==> src/rtl/uart_tx_frame.sv <==
// UART transmitter with built-in baud divider, configurable frame format and valid/ready input.
// Define UART_TX_FIFO_EN to place a FIFO_DEPTH-entry input FIFO in front of the transmitter.
module uart_tx_frame #(
   parameter int BAUD_DIV   = 625,
   parameter int DATA_BITS  = 8,
   parameter int PARITY     = 0,
   parameter int STOP_BITS  = 1,
   parameter int FIFO_DEPTH = 4
) (
   input  logic                 clk,
   input  logic                 rst,
   input  logic [DATA_BITS-1:0] tx_data,
   input  logic                 tx_valid,
   output logic                 tx_ready,
   output logic                 tx,
   output logic                 busy,
   output logic                 tx_done
);

   localparam int BW = (BAUD_DIV > 2) ? $clog2(BAUD_DIV) : 1;
   localparam int CW = $clog2(DATA_BITS + 1);
   localparam logic [BW-1:0] BAUD_LAST = BW'(BAUD_DIV - 1);
   localparam logic [BW-1:0] BAUD_ONE  = BW'(1);
   localparam logic [CW-1:0] DATA_LAST = CW'(DATA_BITS - 1);
   localparam logic [CW-1:0] STOP_LAST = CW'(STOP_BITS - 1);
   localparam logic [CW-1:0] CNT_ONE   = CW'(1);

   if (BAUD_DIV < 2) begin : g_bad_baud
      $error("uart_tx_frame: BAUD_DIV must be >= 2");
   end
   if (DATA_BITS < 5 || DATA_BITS > 9) begin : g_bad_data
      $error("uart_tx_frame: DATA_BITS must be 5..9");
   end
   if (PARITY < 0 || PARITY > 2) begin : g_bad_parity
      $error("uart_tx_frame: PARITY must be 0, 1 or 2");
   end
   if (STOP_BITS < 1 || STOP_BITS > 2) begin : g_bad_stop
      $error("uart_tx_frame: STOP_BITS must be 1 or 2");
   end
   if (FIFO_DEPTH < 2 || (FIFO_DEPTH & (FIFO_DEPTH - 1)) != 0) begin : g_bad_fifo
      $error("uart_tx_frame: FIFO_DEPTH must be a power of two >= 2");
   end

   typedef enum logic [2:0] {ST_IDLE, ST_START, ST_DATA, ST_PARITY, ST_STOP} state_t;

   function automatic logic parity_bit(input logic [DATA_BITS-1:0] d);
      return (^d) ^ (PARITY == 1);
   endfunction

   state_t                 state, state_n;
   logic [BW-1:0]          baud_cnt, baud_n;
   logic [CW-1:0]          bit_cnt, bit_n;
   logic [DATA_BITS-1:0]   shreg, shreg_n;
   logic                   par_r, par_n;
   logic                   tx_n;
   logic                   bit_end, last_stop, can_load, load;
   logic                   src_valid;
   logic [DATA_BITS-1:0]   src_data;

`ifdef UART_TX_FIFO_EN
   localparam int PW = (FIFO_DEPTH > 2) ? $clog2(FIFO_DEPTH) : 1;

   logic [DATA_BITS-1:0] mem [FIFO_DEPTH];
   logic [PW-1:0]        wr_ptr, rd_ptr;
   logic [PW:0]          count;
   logic                 full, push;

   assign full      = (count == (PW+1)'(FIFO_DEPTH));
   assign push      = tx_valid && !full;
   assign src_valid = (count != '0);
   assign src_data  = mem[rd_ptr];
   assign tx_ready  = !full;
   assign busy      = (state != ST_IDLE) || src_valid;

   always_ff @(posedge clk or posedge rst) begin
      if (rst) begin
         wr_ptr <= '0;
         rd_ptr <= '0;
         count  <= '0;
      end else begin
         if (push) wr_ptr <= wr_ptr + PW'(1);
         if (load) rd_ptr <= rd_ptr + PW'(1);
         case ({push, load})
            2'b10:   count <= count + (PW+1)'(1);
            2'b01:   count <= count - (PW+1)'(1);
            default: count <= count;
         endcase
      end
   end

   always_ff @(posedge clk) begin
      if (push) mem[wr_ptr] <= tx_data;
   end
`else
   assign src_valid = tx_valid;
   assign src_data  = tx_data;
   assign tx_ready  = can_load;
   assign busy      = (state != ST_IDLE);
`endif

   assign bit_end   = (baud_cnt == BAUD_LAST);
   assign last_stop = (state == ST_STOP) && bit_end && (bit_cnt == STOP_LAST);
   assign can_load  = (state == ST_IDLE) || last_stop;
   assign load      = src_valid && can_load;
   assign tx_done   = last_stop;

   // Next state, counters and the registered line level for the following cycle
   always_comb begin
      state_n = state;
      baud_n  = bit_end ? '0 : baud_cnt + BAUD_ONE;
      bit_n   = bit_cnt;
      shreg_n = shreg;
      par_n   = par_r;
      tx_n    = tx;
      case (state)
         ST_IDLE: baud_n = '0;
         ST_START: begin
            if (bit_end) begin
               state_n = ST_DATA;
               bit_n   = '0;
               tx_n    = shreg[0];
            end
         end
         ST_DATA: begin
            if (bit_end) begin
               if (bit_cnt == DATA_LAST) begin
                  bit_n = '0;
                  if (PARITY != 0) begin
                     state_n = ST_PARITY;
                     tx_n    = par_r;
                  end else begin
                     state_n = ST_STOP;
                     tx_n    = 1'b1;
                  end
               end else begin
                  bit_n   = bit_cnt + CNT_ONE;
                  shreg_n = shreg >> 1;
                  tx_n    = shreg[1];
               end
            end
         end
         ST_PARITY: begin
            if (bit_end) begin
               state_n = ST_STOP;
               bit_n   = '0;
               tx_n    = 1'b1;
            end
         end
         ST_STOP: begin
            if (bit_end) begin
               if (bit_cnt == STOP_LAST) begin
                  state_n = ST_IDLE;
                  bit_n   = '0;
                  tx_n    = 1'b1;
               end else begin
                  bit_n = bit_cnt + CNT_ONE;
               end
            end
         end
         default: begin
            state_n = ST_IDLE;
            tx_n    = 1'b1;
         end
      endcase
      // A load in the final stop cycle chains straight into the next start bit
      if (load) begin
         state_n = ST_START;
         baud_n  = '0;
         bit_n   = '0;
         shreg_n = src_data;
         par_n   = parity_bit(src_data);
         tx_n    = 1'b0;
      end
   end

   always_ff @(posedge clk or posedge rst) begin
      if (rst) begin
         state    <= ST_IDLE;
         baud_cnt <= '0;
         bit_cnt  <= '0;
         tx       <= 1'b1;
      end else begin
         state    <= state_n;
         baud_cnt <= baud_n;
         bit_cnt  <= bit_n;
         tx       <= tx_n;
      end
   end

   always_ff @(posedge clk) begin
      shreg <= shreg_n;
      par_r <= par_n;
   end

endmodule
==> config.mk <==
export PLATFORM = sky130hd
export DESIGN_NAME = uart_tx_frame
export DESIGN_NICKNAME = d
export VERILOG_FILES = /design/src/rtl/uart_tx_frame.sv
export SDC_FILE = /design/constraint.sdc
export NUM_CORES = 1
export LEC_CHECK = 0
export CELL_PAD_IN_SITES_DETAIL_PLACEMENT = 1
export CELL_PAD_IN_SITES_GLOBAL_PLACEMENT = 2
export CORE_MARGIN = 3
export CORE_UTILIZATION = 36
export DETAILED_ROUTE_END_ITERATION = 7
export PLACE_DENSITY_LB_ADDON = 0.08
export SLEW_MARGIN = 40
export SYNTH_ARGS = -nofsm -noshare
export SYNTH_HDL_FRONTEND = slang
export SYNTH_SLANG_ARGS = --single-unit
==> constraint.sdc <==
create_clock -name clk -period 3.4 [get_ports clk]
set_clock_uncertainty 0.15 [all_clocks]
set_input_delay 0.68 -clock clk [delete_from_list [all_inputs] [get_ports clk]]
set_output_delay 0.68 -clock clk [all_outputs]
set_load 0.005 [all_outputs]
==> impl_metrics.json, run 1 <==
{
  "fin_ws_ns": 0.09934,
  "status": "completed",
  "hpwl_um": 2395,
  "drc_errors": 0,
  "pre_cts_slack_ns": 0.3656,
  "yosys-top-cells-area": "dfrtp_1 (29%), edfxtp_1 (17%), mux2_2 (5.4%), nor2_1 (3.6%), xnor2_1 (3.6%)",
  "max_cap_viol_count": 0,
  "syn2layout_area_growth_pct": 18.40,
  "core-area_sq_mm": 0.003771,
  "netlist.area_leader.share_pct": 29.23,
  "placementRows": 22,
  "io_pins": 15,
  "synth_warnings": 0,
  "grt_pass1_vias": 1103,
  "vias": 1096,
  "max_slew.worst_pin.slew_ns": 0.7143,
  "fp.dieW_um": 69.58,
  "syn-mean-instance-area_sq_um": 10.78,
  "power_density_mw_per_mm2": 300.6,
  "cts_tree": "yes",
  "grt_first_pass_wirelength_um": 5740,
  "finalCriticalPeriod_ns": 3.301,
  "htree_num_levels": 1,
  "synthesis.instances": 135,
  "tns_ns": 0,
  "nNetsFinal": 170,
  "drt_iter0_markers": 94,
  "post-synth-top-area-cell": "dfrtp_1",
  "synthFlopType": "dfrtp_1",
  "start_kind": "register",
  "die_h_um": 69.58,
  "hold_viol": 0,
  "crit_arrival_ns": 2.47,
  "critPathKind": "register to primary output",
  "portBuffers": 14,
  "yosysUniqueCellTypes": 45,
  "placed_area_sq_mm": 0.001663,
  "diodes": 0,
  "fin_area_sq_mm": 0.001723,
  "end_kind": "primary output",
  "cts_buffers": 3,
  "layout.area.seq_sq_um": 691.9,
  "grt_max_degree": 19,
  "synth_commonest_cells": "dfrtp_1 (17), nor2_1 (14), nand2_1 (9)",
  "clockBufferDepth": 2,
  "ys_ff_latch": 26,
  "cts-root-buf": "clkbuf_8",
  "dpl.cell_count": 196,
  "path_max_fanout": 5,
  "synth.most_common_cell": "dfrtp_1",
  "overflow": 0,
  "synth_edf_count": 8,
  "routedWlPerCell_um": 15.96,
  "finish.utilization_pct": 45.69,
  "post-cts-setup-buffers": 0,
  "cts_resized": 0,
  "cts_hold_buffers": 0,
  "rsz0062_at_grt": "false",
  "finalCritPeriodShare_pct": 97.08,
  "grtUsageTotal_pct": 14.81,
  "drt_wl_total_um": 3224,
  "cp.required_ns": 2.57,
  "relSlewSlack_pct": 52.09,
  "p_leak_nw": 0.6194,
  "clk_pin_slew_worst_paths_ns": 0.09,
  "yosysSeqAreaShare_pct": 47.55,
  "globalplace.congestion": 0.7836,
  "antenna_found_initial": 0,
  "dr.pass1.iters": 4,
  "vdd_drop_max_uv": 184.4,
  "viasPerCell": 5.426,
  "cts_num_sinks": 26,
  "multi_input_area_sq_um": 733.2,
  "max_clock_freq_mhz": 303.0,
  "setup_viol": 0,
  "layout-drive-gt1-share_pct": 15.58,
  "worstSkewPairLatency_ns": 0.27,
  "synthArstFlopShare_pct": 69.23,
  "hold_path_class": "register to register",
  "final_antenna_net_count": 0,
  "syn_area_sq_mm": 0.001455,
  "fillers": 411,
  "instances_no_fill": 202,
  "die-area_sq_mm": 0.004841,
  "syn_nets": 150,
  "start_util_pct": 38.59,
  "maxSlewViolCount": 0
}
-- per-stage QoR --
stage / hold slack (ns) / total power (W)
2_1_floorplan: 0.3256 / 0.0003304
4_1_cts: 0.3835 / 0.0005252
6_report: 0.3845 / 0.0005178
5_1_grt: 0.4290 / 0.0005419
3_3_place_gp: 0.3609 / 0.0003436
3_5_place_dp: 0.3701 / 0.0003439
-- cell families after synthesis --
| kind of cell | synth area share [%] |
|---|---|
| AND/OR/NAND/NOR | 21.75 |
| flip-flops | 47.55 |
| AO/OA/AOI/OAI | 14.62 |
| buffers and inverters | 2.407 |
| XOR/XNOR | 4.815 |
| multiplexers | 5.417 |
| adder cells (fa/ha/maj) | 3.440 |
-- worst max-delay path, stage by stage (launching register included) --
cell and delay [ns]:
dfrtp_1 0.43, or4b_4 0.61, or3_1 0.43, nor3_1 0.19, clkdlybuf4s50_1 0.53
-- final timing paths --
kind | startpoint | to | slack (ns) | cells after the start
max | baud_cnt[2] | tx_done | 0.1 | 4
min | baud_cnt[0] | baud_cnt[0] | 0.38 | 1
max reg2reg | bit_cnt[1] | shreg[3] | 0.74 | 8
min reg2reg | baud_cnt[0] | baud_cnt[0] | 0.38 | 1
max in group asynchronous | rst | tx | 2.16 | 2
min in group asynchronous | rst | state[1] | 0.59 | 2
-- registers in the layout (all words and copies together), names as in the netlist --
name,cells
baud_cnt,10
state,3
bit_cnt,4
shreg,8
tx,1
-- cell usage in the layout (no fill, tap or decap), types with 3 or more instances in the layout --
cell type and instances:
a21oi_1 3, buf_4 4, clkbuf_8 3, clkdlybuf4s50_1 14, dfrtp_1 17, edfxtp_1 8, ha_1 4, inv_1 5
mux2_2 7, nand2_1 9, nand2b_1 5, nand3_1 7, nor2_1 14, nor3_1 5, o211ai_1 3, o21ai_0 3
xnor2_1 6
-- area by class of cell --
type | instances | share of cell area (%)
clock inverters | 1 | 0.2179
clock buffers | 3 | 2.397
repair buffers | 18 | 9.877
well taps | 48 | 3.486
flip-flops and latches | 26 | 40.16
inverters | 6 | 1.307
multi-input cells | 100 | 42.56
-- power breakdown --
group          switching, W  total [W]  internal (W)  leakage [nW]
Combinational    0.00000630  0.0000165     0.0000102         0.338
Sequential                0   0.000321      0.000321         0.258
Clock             0.0000997   0.000181     0.0000811        0.0231
Total              0.000106   0.000518      0.000412         0.619
-- layer usage --
layer	GRT usage, %	share of wire, %
met4	5.857	1.8
met5	0	0
met3	2.464	2.9
met2	21.40	44
met1	21.90	52
Note: power is estimated with default switching activity, not from simulation.
==> run 2: changes to the inputs <==
Settings changed: ABC_CLOCK_PERIOD_IN_PS set to 3400, CAP_MARGIN set to 40, RECOVER_POWER set to 25.
==> impl_metrics.json, run 2 (synthesis gave the netlist of run 1 again) <==
{
  "layout-drive-gt1-share_pct": 15.58,
  "finalCriticalPeriod_ns": 3.301,
  "p_leak_nw": 0.6197,
  "fp.dieW_um": 69.58,
  "largest_register": "baud_cnt",
  "hold_path_class": "register to register",
  "worstSkewPairLatency_ns": 0.27,
  "clkPwrFrac_pct": 34.9,
  "post-cts-setup-buffers": 0,
  "cts_num_sinks": 26,
  "finalCritPeriodShare_pct": 97.08,
  "p_int_w": 0.0004116,
  "die_h_um": 69.58,
  "critPathKind": "register to primary output",
  "globalplace.congestion": 0.7836,
  "final_antenna_net_count": 0,
  "clockBufferDepth": 2,
  "cts_tree": "yes",
  "clk_pin_slew_worst_paths_ns": 0.09,
  "mostFrequentLayoutCells": "dfrtp_1 (17), nor2_1 (14), clkdlybuf4s50_1 (13)",
  "routedWlPerCell_um": 15.99,
  "finish.utilization_pct": 45.69,
  "viasPerCell": 5.421,
  "rsz0062_at_grt": "false",
  "ff2ff_setup_slack_ns": 0.74,
  "antenna_found_initial": 0,
  "max_slew.worst_pin.slew_ns": 0.7143,
  "core-area_sq_mm": 0.003771,
  "max_clock_freq_mhz": 303.0,
  "vias": 1095,
  "vdd_drop_max_uv": 184.4,
  "hold_viol": 0,
  "fillers": 411,
  "start_util_pct": 38.59,
  "tns_ns": 0,
  "path_max_fanout": 5,
  "io_pins": 15,
  "maxSlewViolCount": 0,
  "grtUsageTotal_pct": 14.81,
  "drc_errors": 0,
  "end_kind": "primary output",
  "placed_area_sq_mm": 0.001663,
  "status": "completed",
  "p_comb_share_pct": 3.1,
  "drt_wl_total_um": 3230,
  "nNetsFinal": 170,
  "layout.area.seq_sq_um": 691.9,
  "fin_area_sq_mm": 0.001723,
  "switching_share_pct": 20.47,
  "max_cap_viol_count": 0,
  "drt_iter0_markers": 94,
  "diodes": 0,
  "cts_buffers": 3,
  "power_density_mw_per_mm2": 300.4,
  "p_switching_w": 0.0001059,
  "hold-worst-slack_ns": 0.3845,
  "htree_num_levels": 1,
  "cp.required_ns": 2.57,
  "dr.pass1.iters": 4,
  "grt_pass1_vias": 1103,
  "cts-root-buf": "clkbuf_8",
  "crit_arrival_ns": 2.47,
  "start_kind": "register",
  "placementRows": 22,
  "hpwl_um": 2395,
  "final_common_cell": "dfrtp_1",
  "multi_input_area_sq_um": 733.2,
  "portBuffers": 14,
  "power_w": 0.0005176,
  "seqPwrFrac_pct": 61.9,
  "grt_max_degree": 19,
  "setup_viol": 0,
  "die-area_sq_mm": 0.004841,
  "syn2layout_area_growth_pct": 18.40,
  "grt_first_pass_wirelength_um": 5740,
  "overflow": 0,
  "relSlewSlack_pct": 52.09,
  "largest_reg_flops": 10,
  "reg_top3": "baud_cnt x10, shreg x8, bit_cnt x4",
  "cts_resized": 0,
  "cts_hold_buffers": 0
}
==> run 2: final cells by class <==
class                   instances  share of cell area [%]
repair buffers                 18                   9.877
clock inverters                 1                  0.2179
multi-input cells             100                   42.56
clock buffers                   3                   2.397
well taps                      48                   3.486
flip-flops and latches         26                   40.16
inverters                       6                   1.307
==> run 2: path summary, 6_finish.rpt <==
kind                             start     endpoint  cells after the start
max                        baud_cnt[2]      tx_done                      4
min                        baud_cnt[0]  baud_cnt[0]                      1
max reg2reg                 bit_cnt[1]     shreg[3]                      8
min reg2reg                baud_cnt[0]  baud_cnt[0]                      1
max in group asynchronous          rst           tx                      2
min in group asynchronous          rst     state[1]                      2
==> run 2: through the flow <==
stage / worst slack (ns) / std cells
after floorplan: 0.6609 / 135
after global placement: 0.4132 / 196
after detailed placement: 0.3656 / 196
after CTS: 0.03912 / 200
after global routing: 0.006035 / 202
final: 0.09934 / 202
==> run 2: layer usage <==
metal | vias up | global-route usage, % | routed length, um
li1 | 528 | - | -
met1 | 547 | 21.90 | 1667
met2 | 15 | 21.40 | 1412
met3 | 5 | 2.464 | 92
met4 | 0 | 5.857 | 57
met5 | - | 0 | 0
==> run 2: power groups by stage <==
stage	Sequential (W)	Combinational [W]	Clock, W
2_1_floorplan	0.000327	0.00000339	0
3_3_place_gp	0.000327	0.0000166	0
3_5_place_dp	0.000327	0.0000168	0
4_1_cts	0.000321	0.0000169	0.000188
5_1_grt	0.000321	0.0000180	0.000203
6_report	0.000321	0.0000162	0.000181
==> run 2: worst max-delay path, cell delays in order, from the launching register on <==
cell             delay (ns)
dfrtp_1                0.43
or4b_4                 0.61
or3_1                  0.43
nor3_1                 0.19
clkdlybuf4s50_1        0.53
==> run 3: changes to the inputs <==
Settings changed: CORE_UTILIZATION 36 to 35.
==> impl_metrics.json, run 3 (synthesis gave the netlist of run 1 again) <==
{
  "tns_ns": 0,
  "vdd_drop_max_uv": 198.2,
  "placed_area_sq_mm": 0.001663,
  "final_antenna_net_count": 0,
  "crit_family": "simple AND/OR/NAND/NOR gates",
  "overflow": 0,
  "final_common_cell": "dfrtp_1",
  "drt_iter0_markers": 51,
  "viasPerCell": 5.303,
  "crit_path_max_incr_delay_ns": 0.61,
  "path_depth": 4,
  "reg_top3": "baud_cnt x10, shreg x8, bit_cnt x4",
  "crit_arrival_ns": 2.42,
  "cts_tree": "yes",
  "portBuffers": 14,
  "critPathKind": "register to primary output",
  "drt_wl_total_um": 3213,
  "crit_chain": "or4b_4 -> or3_4 -> nor3_2 -> clkdlybuf4s50_1",
  "hold_viol": 0,
  "grt_first_pass_wirelength_um": 5471,
  "nNetsFinal": 169,
  "status": "completed",
  "maxSlewViolCount": 0,
  "clk_pin_slew_worst_paths_ns": 0.09,
  "io_pins": 15,
  "power_w": 0.0005937,
  "holdPathStages": 1,
  "core-area_sq_mm": 0.003826,
  "hold_path_class": "register to register",
  "p_leak_nw": 0.6319,
  "finalCriticalPeriod_ns": 3.252,
  "die-area_sq_mm": 0.004967,
  "fp.dieW_um": 70.48,
  "cts_hold_buffers": 0,
  "fillers": 428,
  "rsz0062_at_grt": "false",
  "cp_num_buf_inv": 1,
  "hpwl_um": 2404,
  "grt_pass1_vias": 1095,
  "die_h_um": 70.48,
  "setup_viol": 0,
  "fin_area_sq_mm": 0.001750,
  "vias": 1066,
  "instances_no_fill": 201,
  "htree_num_levels": 1,
  "start_util_pct": 38.03,
  "end_kind": "primary output",
  "antenna_found_initial": 0,
  "max_clock_freq_mhz": 307.5,
  "path_max_fanout": 5,
  "drc_errors": 0,
  "layout-drive-gt1-share_pct": 16.34,
  "grtUsageTotal_pct": 13.99,
  "cts_num_sinks": 26,
  "r2r_cells": 4,
  "largest_reg_flops": 10,
  "mostFrequentLayoutCells": "dfrtp_1 (17), nor2_1 (14), clkdlybuf4s50_1 (13)",
  "power_density_mw_per_mm2": 339.2,
  "largest_register": "baud_cnt",
  "grt_max_degree": 19,
  "syn2layout_area_growth_pct": 20.29,
  "placementRows": 22,
  "globalplace.congestion": 0.7652,
  "diodes": 0,
  "dpl.cell_count": 196,
  "max_slew.worst_pin.slew_ns": 0.7036,
  "finalCritPeriodShare_pct": 95.65,
  "routedWlPerCell_um": 15.99,
  "critPathSlowestCell": "or4b_4",
  "cts_buffers": 3,
  "max_cap_viol_count": 0,
  "dr.pass1.iters": 4,
  "worstSkewPairLatency_ns": 0.27,
  "cp.required_ns": 2.57,
  "start_kind": "register",
  "cts-root-buf": "clkbuf_8",
  "clockBufferDepth": 2,
  "relSlewSlack_pct": 52.81
}
-- run 3: cell type report --
class | instances | area, sq um | area share (%)
multi-input combinational | 100 | 745.7 | 42.60
sequential | 26 | 691.9 | 39.53
timing repair buffer | 17 | 158.9 | 9.078
tap | 48 | 60.06 | 3.431
clock buffer | 3 | 41.29 | 2.359
clock inverter | 1 | 30.03 | 1.716
inverter | 6 | 22.52 | 1.287
-- run 3: path summary, 6_finish.rpt --
path | startpoint | to | slack, ns
max in group asynchronous | rst | state[0] | 1.61
worst min-delay path | baud_cnt[0] | baud_cnt[0] | 0.39
worst max-delay path | baud_cnt[2] | tx_done | 0.15
worst max register to register | baud_cnt[2] | shreg[7] | 0.78
worst min register to register | baud_cnt[0] | baud_cnt[0] | 0.39
min in group asynchronous | rst | baud_cnt[1] | 0.64
-- run 3: power breakdown --
| group | switching, W | internal, W | total (W) |
|---|---|---|---|
| Sequential | 0 | 0.000321 | 0.000321 |
| Combinational | 0.00000634 | 0.0000102 | 0.0000165 |
| Clock | 0.0000991 | 0.000158 | 0.000257 |
-- run 3: repair_timing --
item,4_1_cts,5_1_grt
resized for setup,0,3
setup buffers,0,0
endpoints found under the setup margin,0,2
-- run 3: worst register-to-register path, stage by stage, from the launching register on --
cell     delay (ns)
dfrtp_1        0.44
or4b_4         0.61
nor3_1         0.27
nand3_1        0.17
o31ai_2        0.61
-- run 3: stage by stage --
stage	hold slack [ns]	utilization, %	setup WS [ns]
after global routing	0.4208	45.75	0.04851
final	0.3890	45.75	0.1479
after CTS	0.3871	45.32	0.02762
after detailed placement	0.3733	43.46	0.3453
after global placement	0.3619	43.33	0.3705
after floorplan	0.3256	-	0.6609
-- run 3: metal layers --
metal	track usage [%]	part of all wire, %
met5	0	0
met4	4.468	1.8
met3	3.165	1.9
met2	21.41	47
met1	19.50	49
